**src/rtl/rsa_decrypt_ladder_if.sv**
```systemverilog
// Start/finish handshake and operand bus of the RSA decryption ladder.
// The master issues requests; the slave (the engine) returns the message.
interface rsa_decrypt_ladder_if #(
  parameter int WIDTH = 8
);
  logic                 start;
  logic [2*WIDTH-1:0]   c;
  logic [2*WIDTH-1:0]   d;
  logic [2*WIDTH-1:0]   n;
  logic [2*WIDTH-1:0]   m;
  logic                 finish;
  logic                 busy;

  modport master (output start, c, d, n, input m, finish, busy);
  modport slave  (input start, c, d, n, output m, finish, busy);
endinterface

```
**src/rtl/rsa_decrypt_ladder.sv**
```systemverilog
// Constant-time m = c^d mod n: Montgomery ladder over every exponent bit,
// built on two interleaved shift-add modular multipliers that always run.
module rsa_decrypt_ladder #(
  parameter int WIDTH = 8
) (
  input  logic                 clk,
  input  logic                 rst_n,
  rsa_decrypt_ladder_if.slave  bus
);
  localparam int K  = 2 * WIDTH;
  localparam int AW = K + 2;
  localparam int CW = $clog2(K + 1);
  localparam int IW = $clog2(K);
  localparam logic [CW-1:0] CNT_LAST = CW'(K);
  localparam logic [IW-1:0] IDX_TOP  = IW'(K - 1);

  typedef enum logic [1:0] {IDLE, INIT, LADDER, DONE} state_t;

  state_t         state_q, state_d;
  logic [K-1:0]   c_q, d_q, n_q;
  logic [K-1:0]   r0_q, r1_q;
  logic [K-1:0]   xa_q, ya_q, xb_q, yb_q;
  logic [AW-1:0]  acc_a_q, acc_b_q;
  logic [CW-1:0]  cnt_q;
  logic [IW-1:0]  idx_q;
  logic           last_q, route_init_q, route_b_q;
  logic [K-1:0]   m_q;
  logic           finish_q, busy_q;

  logic           accept, load, step, wb, b_now;
  logic [K-1:0]   r0_eff, r1_eff, op_xa, op_ya, op_xb, op_yb;

  // One multiplier step; both reductions are always computed, muxes pick.
  function automatic logic [AW-1:0] mm_step(input logic [AW-1:0] acc,
                                             input logic [K-1:0]  x,
                                             input logic          y_msb,
                                             input logic [K-1:0]  modn);
    logic [AW-1:0] s, t, u, nn;
    nn = {2'b00, modn};
    s  = (acc << 1) + (y_msb ? {2'b00, x} : '0);
    t  = (s >= nn) ? s - nn : s;
    u  = (t >= nn) ? t - nn : t;
    return u;
  endfunction

  always_ff @(posedge clk or negedge rst_n) begin
    if (!rst_n) state_q <= IDLE;
    else        state_q <= state_d;
  end

  always_comb begin
    state_d = state_q;
    accept  = 1'b0;
    load    = 1'b0;
    step    = 1'b0;
    wb      = 1'b0;
    case (state_q)
      IDLE: begin
        if (bus.start) begin
          accept  = 1'b1;
          state_d = INIT;
        end
      end
      INIT: begin
        load = (cnt_q == '0);
        step = (cnt_q != '0);
        if (cnt_q == CNT_LAST) state_d = LADDER;
      end
      LADDER: begin
        // The load cycle of each round also retires the previous round.
        wb   = (cnt_q == '0);
        load = wb && !last_q;
        step = (cnt_q != '0);
        if (wb && last_q) state_d = DONE;
      end
      DONE: state_d = IDLE;
      default: state_d = IDLE;
    endcase
  end

  always_comb begin
    r0_eff = r0_q;
    r1_eff = r1_q;
    if (wb) begin
      if (route_init_q) begin
        r1_eff = acc_a_q[K-1:0];
      end else if (route_b_q) begin
        r0_eff = acc_a_q[K-1:0];
        r1_eff = acc_b_q[K-1:0];
      end else begin
        r0_eff = acc_b_q[K-1:0];
        r1_eff = acc_a_q[K-1:0];
      end
    end
    b_now = d_q[idx_q];
    if (state_q == INIT) begin
      // Unit B repeats unit A's reduction of c as a dummy workload.
      op_xa = K'(1);
      op_ya = c_q;
      op_xb = K'(1);
      op_yb = c_q;
    end else begin
      op_xa = r0_eff;
      op_ya = r1_eff;
      op_xb = b_now ? r1_eff : r0_eff;
      op_yb = b_now ? r1_eff : r0_eff;
    end
  end

  always_ff @(posedge clk or negedge rst_n) begin
    if (!rst_n) begin
      c_q          <= '0;
      d_q          <= '0;
      n_q          <= '0;
      r0_q         <= '0;
      r1_q         <= '0;
      xa_q         <= '0;
      ya_q         <= '0;
      xb_q         <= '0;
      yb_q         <= '0;
      acc_a_q      <= '0;
      acc_b_q      <= '0;
      cnt_q        <= '0;
      idx_q        <= '0;
      last_q       <= 1'b0;
      route_init_q <= 1'b0;
      route_b_q    <= 1'b0;
      m_q          <= '0;
      finish_q     <= 1'b0;
      busy_q       <= 1'b0;
    end else begin
      if (accept) begin
        c_q          <= bus.c;
        d_q          <= bus.d;
        n_q          <= bus.n;
        r0_q         <= K'(1);
        r1_q         <= '0;
        cnt_q        <= '0;
        idx_q        <= IDX_TOP;
        last_q       <= 1'b0;
        route_init_q <= 1'b1;
        route_b_q    <= 1'b0;
        busy_q       <= 1'b1;
      end
      if (wb) begin
        r0_q <= r0_eff;
        r1_q <= r1_eff;
      end
      if (load) begin
        acc_a_q <= '0;
        acc_b_q <= '0;
        xa_q    <= op_xa;
        ya_q    <= op_ya;
        xb_q    <= op_xb;
        yb_q    <= op_yb;
        cnt_q   <= CW'(1);
        if (state_q == LADDER) begin
          route_init_q <= 1'b0;
          route_b_q    <= b_now;
        end
      end
      if (step) begin
        acc_a_q <= mm_step(acc_a_q, xa_q, ya_q[K-1], n_q);
        acc_b_q <= mm_step(acc_b_q, xb_q, yb_q[K-1], n_q);
        ya_q    <= ya_q << 1;
        yb_q    <= yb_q << 1;
        if (cnt_q == CNT_LAST) begin
          cnt_q <= '0;
          if (state_q == LADDER) begin
            if (idx_q == '0) last_q <= 1'b1;
            else             idx_q  <= idx_q - 1'b1;
          end
        end else begin
          cnt_q <= cnt_q + 1'b1;
        end
      end
      if (wb && last_q) begin
        m_q      <= (n_q < K'(2)) ? '0 : r0_eff;
        finish_q <= 1'b1;
      end
      if (state_q == DONE) begin
        finish_q <= 1'b0;
        busy_q   <= 1'b0;
      end
    end
  end

  assign bus.m      = m_q;
  assign bus.finish = finish_q;
  assign bus.busy   = busy_q;
endmodule

```
**src/flat_wrapper.sv**
```systemverilog
// flat-port wrapper written by rule: the top's interface ports become plain ports
module rsa_decrypt_ladder_flat 
#(
  parameter int WIDTH = 8
)
  (clk, rst_n, bus_start, bus_c, bus_d, bus_n, bus_m, bus_finish, bus_busy);
  rsa_decrypt_ladder_if #(.WIDTH(WIDTH)) bus_i ();
  input  logic clk;
  input  logic rst_n;
  input wire logic [$bits(bus_i.start)-1:0] bus_start;
  input wire logic [$bits(bus_i.c)-1:0] bus_c;
  input wire logic [$bits(bus_i.d)-1:0] bus_d;
  input wire logic [$bits(bus_i.n)-1:0] bus_n;
  output wire logic [$bits(bus_i.m)-1:0] bus_m;
  output wire logic [$bits(bus_i.finish)-1:0] bus_finish;
  output wire logic [$bits(bus_i.busy)-1:0] bus_busy;
  assign bus_i.start = bus_start;
  assign bus_i.c = bus_c;
  assign bus_i.d = bus_d;
  assign bus_i.n = bus_n;
  assign bus_m = bus_i.m;
  assign bus_finish = bus_i.finish;
  assign bus_busy = bus_i.busy;
  rsa_decrypt_ladder #(.WIDTH(WIDTH)) u_core (.clk(clk), .rst_n(rst_n), .bus(bus_i));
endmodule
```
**config.mk**
```make
export PLATFORM = sky130hd
export DESIGN_NAME = rsa_decrypt_ladder_flat
export DESIGN_NICKNAME = d
export VERILOG_FILES = /design/src/rtl/rsa_decrypt_ladder_if.sv /design/src/rtl/rsa_decrypt_ladder.sv /design/src/flat_wrapper.sv
export SDC_FILE = /design/constraint.sdc
export NUM_CORES = 1
export LEC_CHECK = 0
export CORE_UTILIZATION = 35
export CTS_CLUSTER_SIZE = 30
export DETAILED_ROUTE_END_ITERATION = 10
export GPL_ROUTABILITY_DRIVEN = 0
export GPL_TIMING_DRIVEN = 0
export SETUP_SLACK_MARGIN = 0.05
export SYNTH_ARGS = -nofsm -noshare
export SYNTH_HDL_FRONTEND = slang
export SYNTH_SLANG_ARGS = --single-unit
```
**constraint.sdc**
```tcl
create_clock -name clk -period 7.96 [get_ports clk]
set_clock_uncertainty 0.15 [all_clocks]
set_input_delay 0.796 -clock clk [delete_from_list [all_inputs] [get_ports clk]]
set_output_delay 0.796 -clock clk [all_outputs]
set_load 0.05 [all_outputs]
```
==> results of run 1 <==
==> layout make-up <==
| type | instances | area (um^2) |
|---|---|---|
| fillers | 4155 | 24100 |
| multi-input cells | 1354 | 8820 |
| clock buffers | 36 | 737 |
| flip-flops and latches | 210 | 5260 |
| well taps | 532 | 666 |
| plain buffers | 75 | 304 |
| inverters | 51 | 191 |
| clock inverters | 9 | 120 |
| repair buffers | 73 | 743 |
==> metal layers <==
metal / up-vias / track usage (%) / wire (um)
li1: 6176 / - / -
met1: 6252 / 29.3 / 20500
met2: 325 / 35.7 / 21200
met3: 80 / 2.09 / 2090
met4: 0 / 5.91 / 1170
met5: - / 0 / 0
==> sequential cells by signal (all words and copies together) (netlist names), 2 cells and up <==
name	flops
u_core.yb_q	16
u_core.xb_q	16
u_core.state_q	2
u_core.c_q	16
u_core.acc_a_q	17
u_core.r0_q	16
u_core.ya_q	16
u_core.bus.m	16
u_core.r1_q	16
u_core.n_q	16
u_core.acc_b_q	17
u_core.d_q	16
u_core.xa_q	16
u_core.idx_q	4
u_core.cnt_q	5
==> worst max-delay path, delay by kind of cell, from the launching register on <==
kind | cells | cell delay, ns
AOI/OAI and AO/OA | 9 | 1.56
xor gates and xnor gates | 1 | 0.18
adders and majority gates | 5 | 1.57
buffers and inverters | 3 | 0.45
DFF | 1 | 0.46
muxes | 2 | 0.68
and+or+nand+nor | 11 | 2.26
==> worst paths after layout <==
kind,start,cells after the start,slack (ns),to
max in group asynchronous,rst_n,2,6.53,u_core.bus.m[9]$_DFFE_PN0P_
setup / recovery,u_core.yb_q[15]$_DFFE_PN0P_,31,0.48,u_core.acc_b_q[13]$_DFFE_PN0P_
hold reg to reg,u_core.xb_q[9]$_DFFE_PN0P_,2,0.32,u_core.xb_q[9]$_DFFE_PN0P_
min in group clk,u_core.xb_q[9]$_DFFE_PN0P_,2,0.32,u_core.xb_q[9]$_DFFE_PN0P_
hold / removal,rst_n,1,0.13,u_core.c_q[7]$_DFFE_PN0P_
setup reg to reg,u_core.yb_q[15]$_DFFE_PN0P_,31,0.48,u_core.acc_b_q[13]$_DFFE_PN0P_
==> cell usage in the layout (no fill, tap or decap), types with 13 or more instances in the layout <==
master	Yosys	final
nor2b_1	20	20
a21oi_1	132	132
clkdlybuf4s50_1	0	67
nand3_1	50	50
ha_1	102	101
clkbuf_16	0	25
mux2_2	18	18
nor2_1	134	134
nor3_1	28	28
mux2i_1	58	56
a21o_1	34	33
and3_1	14	14
o22ai_1	18	18
o211ai_1	13	13
nand4_1	36	36
o21a_1	19	19
o21ai_0	117	116
inv_1	51	51
dfrtp_1	210	209
and2_1	37	37
xnor2_1	56	56
xor2_1	24	24
nand2b_1	17	17
clkbuf_1	62	64
nand2_1	286	286
==> through the flow <==
step                      worst slack, ns  util [%]
after global routing               0.0587      41.1
after detailed placement          -0.0620      38.9
final                               0.481      41.1
after floorplan                      1.18         -
after CTS                           0.112      41.0
after global placement              -3.07      38.8
==> logic make-up (layout without fill, tap and decap cells) <==
kind of cell	after synthesis	after routing	synth area share (%)
AOI/OAI and AO/OA	422	422	18.4
xor gates and xnor gates	82	82	5.04
adders and majority gates	108	108	9.60
buffers and inverters	127	244	3.36
DFF	210	210	36.1
muxes	91	91	7.04
and+or+nand+nor	651	651	20.4
==> repair_timing <==
| item | CTS | global route |
|---|---|---|
| pin swaps | 0 | 3 |
| cloned | 0 | 0 |
| gates resized for setup | 2 | 15 |
| endpoints found under the setup margin | 10 | 34 |
| buffers inserted | 0 | 4 |
==> flow_metrics.py, run 1 <==
metrics = {
    "hold_path": {
        "min_path_type": "in -> async",
    },
    "cells_and_area": {
        "nets": 1949,
        "final_area_mm2": 0.0168,
        "drive_gt1_share_pct": 6.64,
        "syn2layout_area_growth_pct": 15.8,
        "diodes": 0,
        "fin_cells": 2340,
    },
    "die": {
        "fp.dieW_um": 206,
        "core_mm2": 0.0409,
        "die_height_um": 206,
        "die-area_mm2": 0.0424,
        "initial_utilization_pct": 35.5,
        "fp-row-count": 74,
        "ios": 69,
    },
    "setup_path": {
        "crit_top_cell": "ha_1",
        "end_kind": "register",
        "critPathLaunchType": "register",
        "critPathMaxFanout": 10,
        "crit_slowest_cell": "or4_1",
        "worstPathRequired_ns": 8.21,
        "cp_slowest_stage_delay_ns": 0.65,
        "crit_arrival_ns": 7.73,
        "path_class": "reg -> reg",
    },
    "logic_synthesis": {
        "synth_top_area_cell": "dfrtp_1",
        "ys_seq_area_share_pct": 36.1,
        "syn_area_mm2": 0.0145,
        "synth-seq-cells": 210,
        "synth_area_leaders": "dfrtp_1, ha_1, nand2_1",
        "yosys_warnings": 0,
        "avgSynthCellArea_um2": 8.60,
        "synth_flop_cell": "dfrtp_1",
        "ys_types": 79,
        "synth_edf_count": 0,
        "syn_inst": 1691,
        "post-synth-top-count-cell": "nand2_1",
        "synth_top_area_share_pct": 36.1,
        "ys_top_cells_by_count": "nand2_1, dfrtp_1, nor2_1",
        "synth.net_count": 1850,
        "async_reset_ff_share_pct": 100,
    },
    "timing": {
        "hold_slack_ns": 0.132,
        "setup_tns_ns": 0,
        "min_period_over_period_pct": 94.0,
        "period_needed_ns": 7.48,
        "relSlewSlack_pct": 39.7,
        "max_freq_mhz": 134,
        "rsz0062_at_grt": "false",
        "setup_viol": 0,
        "worst_pin_slew_ns": 0.905,
        "hold_violations": 0,
        "timing.final.max_slew_violations": 0,
    },
    "routing": {
        "vias": 12800,
        "drt_pre_antenna_iters": 6,
        "drcViolationCount": 0,
        "drt_wl_total_um": 44900,
        "ant_nets": 0,
        "drtIter0Drc": 955,
        "via_per_inst": 5.48,
        "wl_per_cell_um": 19.2,
    },
    "grt": {
        "grt-ovfl-total": 0,
        "grt_usage_pct": 21.4,
        "grt_max_degree": 107,
        "grt_pass1_vias": 12600,
        "antenna_found_initial": 0,
        "grt_pass1_wl_um": 70300,
    },
    "clocking": {
        "postCtsHoldBufs": 0,
        "cts_sinks": 210,
        "cts_made_buffers": 25,
        "cts_max_path_buffers": 3,
        "clk_latency_ns": 0.55,
        "cts_tree": "done",
        "htree_levels": 1,
        "cts-root-buf": "clkbuf_16",
        "clkTransAtPathRegs_ns": 0.06,
    },
    "outcome": {
        "status": "finished clean",
    },
    "place": {
        "dpl.hpwl_um": 35400,
        "portBuffers": 68,
        "dpl_cell_area_mm2": 0.0159,
        "dpl.cell_count": 2292,
    },
    "flow_run": {
        "drv_cap": 0,
    },
}
Power of run 1 is not shown: default switching activity piles up to over one toggle a cycle in this logic, so the estimate is an artifact.
==> inputs of run 2 (changes only) <==
- CAP_MARGIN: unset -> 20
- CORE_MARGIN: unset -> 5
==> flow_metrics.py, run 2 (same netlist as run 1, synthesis figures left out) <==
metrics = {
    "cells_and_area": {
        "mostFrequentLayoutCells": "nand2_1, dfrtp_1, nor2_1",
        "final_common_cell": "nand2_1",
        "fillers": 4156,
        "seqCellArea_mm2": 0.00526,
        "diodes": 0,
        "nets": 1952,
        "top_regs": "u_core.acc_a_q: 17 flops, u_core.acc_b_q: 17 flops",
        "drive_gt1_share_pct": 6.95,
        "syn2layout_area_growth_pct": 16.3,
        "multi_input_area_mm2": 0.00884,
    },
    "timing": {
        "max_freq_mhz": 133,
        "setup_viol": 0,
        "hold_slack_ns": 0.0369,
        "worst_pin_slew_ns": 0.880,
        "relSlewSlack_pct": 41.3,
        "rsz0062_at_grt": "false",
        "timing.final.max_slew_violations": 0,
        "min_period_over_period_pct": 94.1,
        "period_needed_ns": 7.49,
        "hold_violations": 0,
    },
    "grt": {
        "grt.met2_usage_pct": 32.3,
        "gr-max-usage-layer": "met2",
        "grt_usage_pct": 19.7,
        "grt-ovfl-total": 0,
        "met3_usage_pct": 2.60,
        "grt_pass1_vias": 12800,
        "antenna_found_initial": 1,
        "gr-usage-met1_pct": 27.1,
        "grt_max_degree": 78,
        "grt_pass1_wl_um": 71300,
    },
    "clocking": {
        "clk_latency_ns": 0.53,
        "cts_made_buffers": 25,
        "cts_tree": "done",
        "clkTransAtPathRegs_ns": 0.06,
        "cts_max_path_buffers": 3,
        "htree_levels": 1,
        "cts-root-buf": "clkbuf_16",
        "cts_sinks": 210,
    },
    "die": {
        "die_height_um": 214,
        "initial_utilization_pct": 35.5,
        "fp-row-count": 74,
        "core_mm2": 0.0409,
        "die-area_mm2": 0.0457,
        "fp.dieW_um": 214,
        "ios": 69,
    },
    "routing": {
        "vias": 12900,
        "wl_per_cell_um": 19.4,
        "drt_wl_total_um": 45500,
        "drtIter0Drc": 883,
        "drcViolationCount": 0,
        "via_per_inst": 5.52,
        "ant_nets": 0,
        "drt_pre_antenna_iters": 5,
    },
    "outcome": {
        "status": "finished clean",
    },
    "setup_path": {
        "cp_slowest_stage_delay_ns": 0.66,
        "crit_slowest_cell": "or4_1",
        "crit_arrival_ns": 7.73,
        "critPathMaxFanout": 10,
        "path_class": "reg -> reg",
        "end_kind": "register",
        "crit_top_cell": "ha_1",
        "worstPathRequired_ns": 8.20,
        "critPathLaunchType": "register",
    },
    "flow_run": {
        "drv_cap": 0,
    },
    "hold_path": {
        "min_path_type": "in -> async",
    },
    "place": {
        "dpl.hpwl_um": 36000,
        "portBuffers": 68,
    },
}
==> run 2: cell count changes in the layout (fill, tap and decap cells not counted), sizes merged <==
cell / change
inv: -1
bufinv: +1
clkinv: +3
clkbuf: -1
buf: +2
==> run 2: critical path: cells and delay by family (launching register included) <==
kind                       cells  cell delay (ns)
adders and majority gates      5             1.58
DFF                            1             0.44
AOI/OAI and AO/OA              9             1.54
xor gates and xnor gates       1             0.18
buffers and inverters          3             0.44
muxes                          2             0.70
and+or+nand+nor               11             2.31
==> run 2: worst paths after layout <==
kind,startpoint,endpoint,slack [ns],cells past startpoint
max,u_core.yb_q[15]$_DFFE_PN0P_,u_core.acc_b_q[7]$_DFFE_PN0P_,0.47,31
min,rst_n,u_core.c_q[12]$_DFFE_PN0P_,0.04,1
max reg2reg,u_core.yb_q[15]$_DFFE_PN0P_,u_core.acc_b_q[7]$_DFFE_PN0P_,0.47,31
min reg2reg,u_core.d_q[4]$_DFFE_PN0P_,u_core.d_q[4]$_DFFE_PN0P_,0.32,2
max in group asynchronous,rst_n,u_core.n_q[5]$_DFFE_PN0P_,6.46,3
min in group clk,u_core.d_q[4]$_DFFE_PN0P_,u_core.d_q[4]$_DFFE_PN0P_,0.32,2
==> run 2: per-stage QoR <==
stage               setup WS (ns)  cells  utilization [%]  TNS, ns  area, um^2
global route               0.0527   2344             41.3        0       16900
finish                      0.467   2344             41.3        0       16900
global placement            -3.14   2291             38.8  -655.08       15900
detailed placement         0.0558   2293             39.0        0       15900
floorplan                    1.18   1691                -        0       14500
CTS                         0.115   2339             41.1        0       16800
==> run 2: layout make-up <==
class,instances,area share [%]
well taps,532,3.94
inverters,51,1.13
clock buffers,34,4.31
multi-input cells,1354,52.3
clock inverters,12,0.836
plain buffers,76,1.82
flip-flops and latches,210,31.1
repair buffers,75,4.60
==> run 2: metal layers <==
layer | wire (um) | part of all wire, %
met5 | 0 | 0
met3 | 2360 | 5.2
met4 | 1590 | 3.5
met1 | 20300 | 45
met2 | 21200 | 47
==> run 2: repair_timing <==
action | 4_1_cts | 5_1_grt
pin swaps | 0 | 1
setup endpoints to repair | 10 | 34
buffers inserted | 0 | 5
resized for setup | 1 | 18
hold buffers | 0 | 0
Power of run 2 is left out for the same reason.
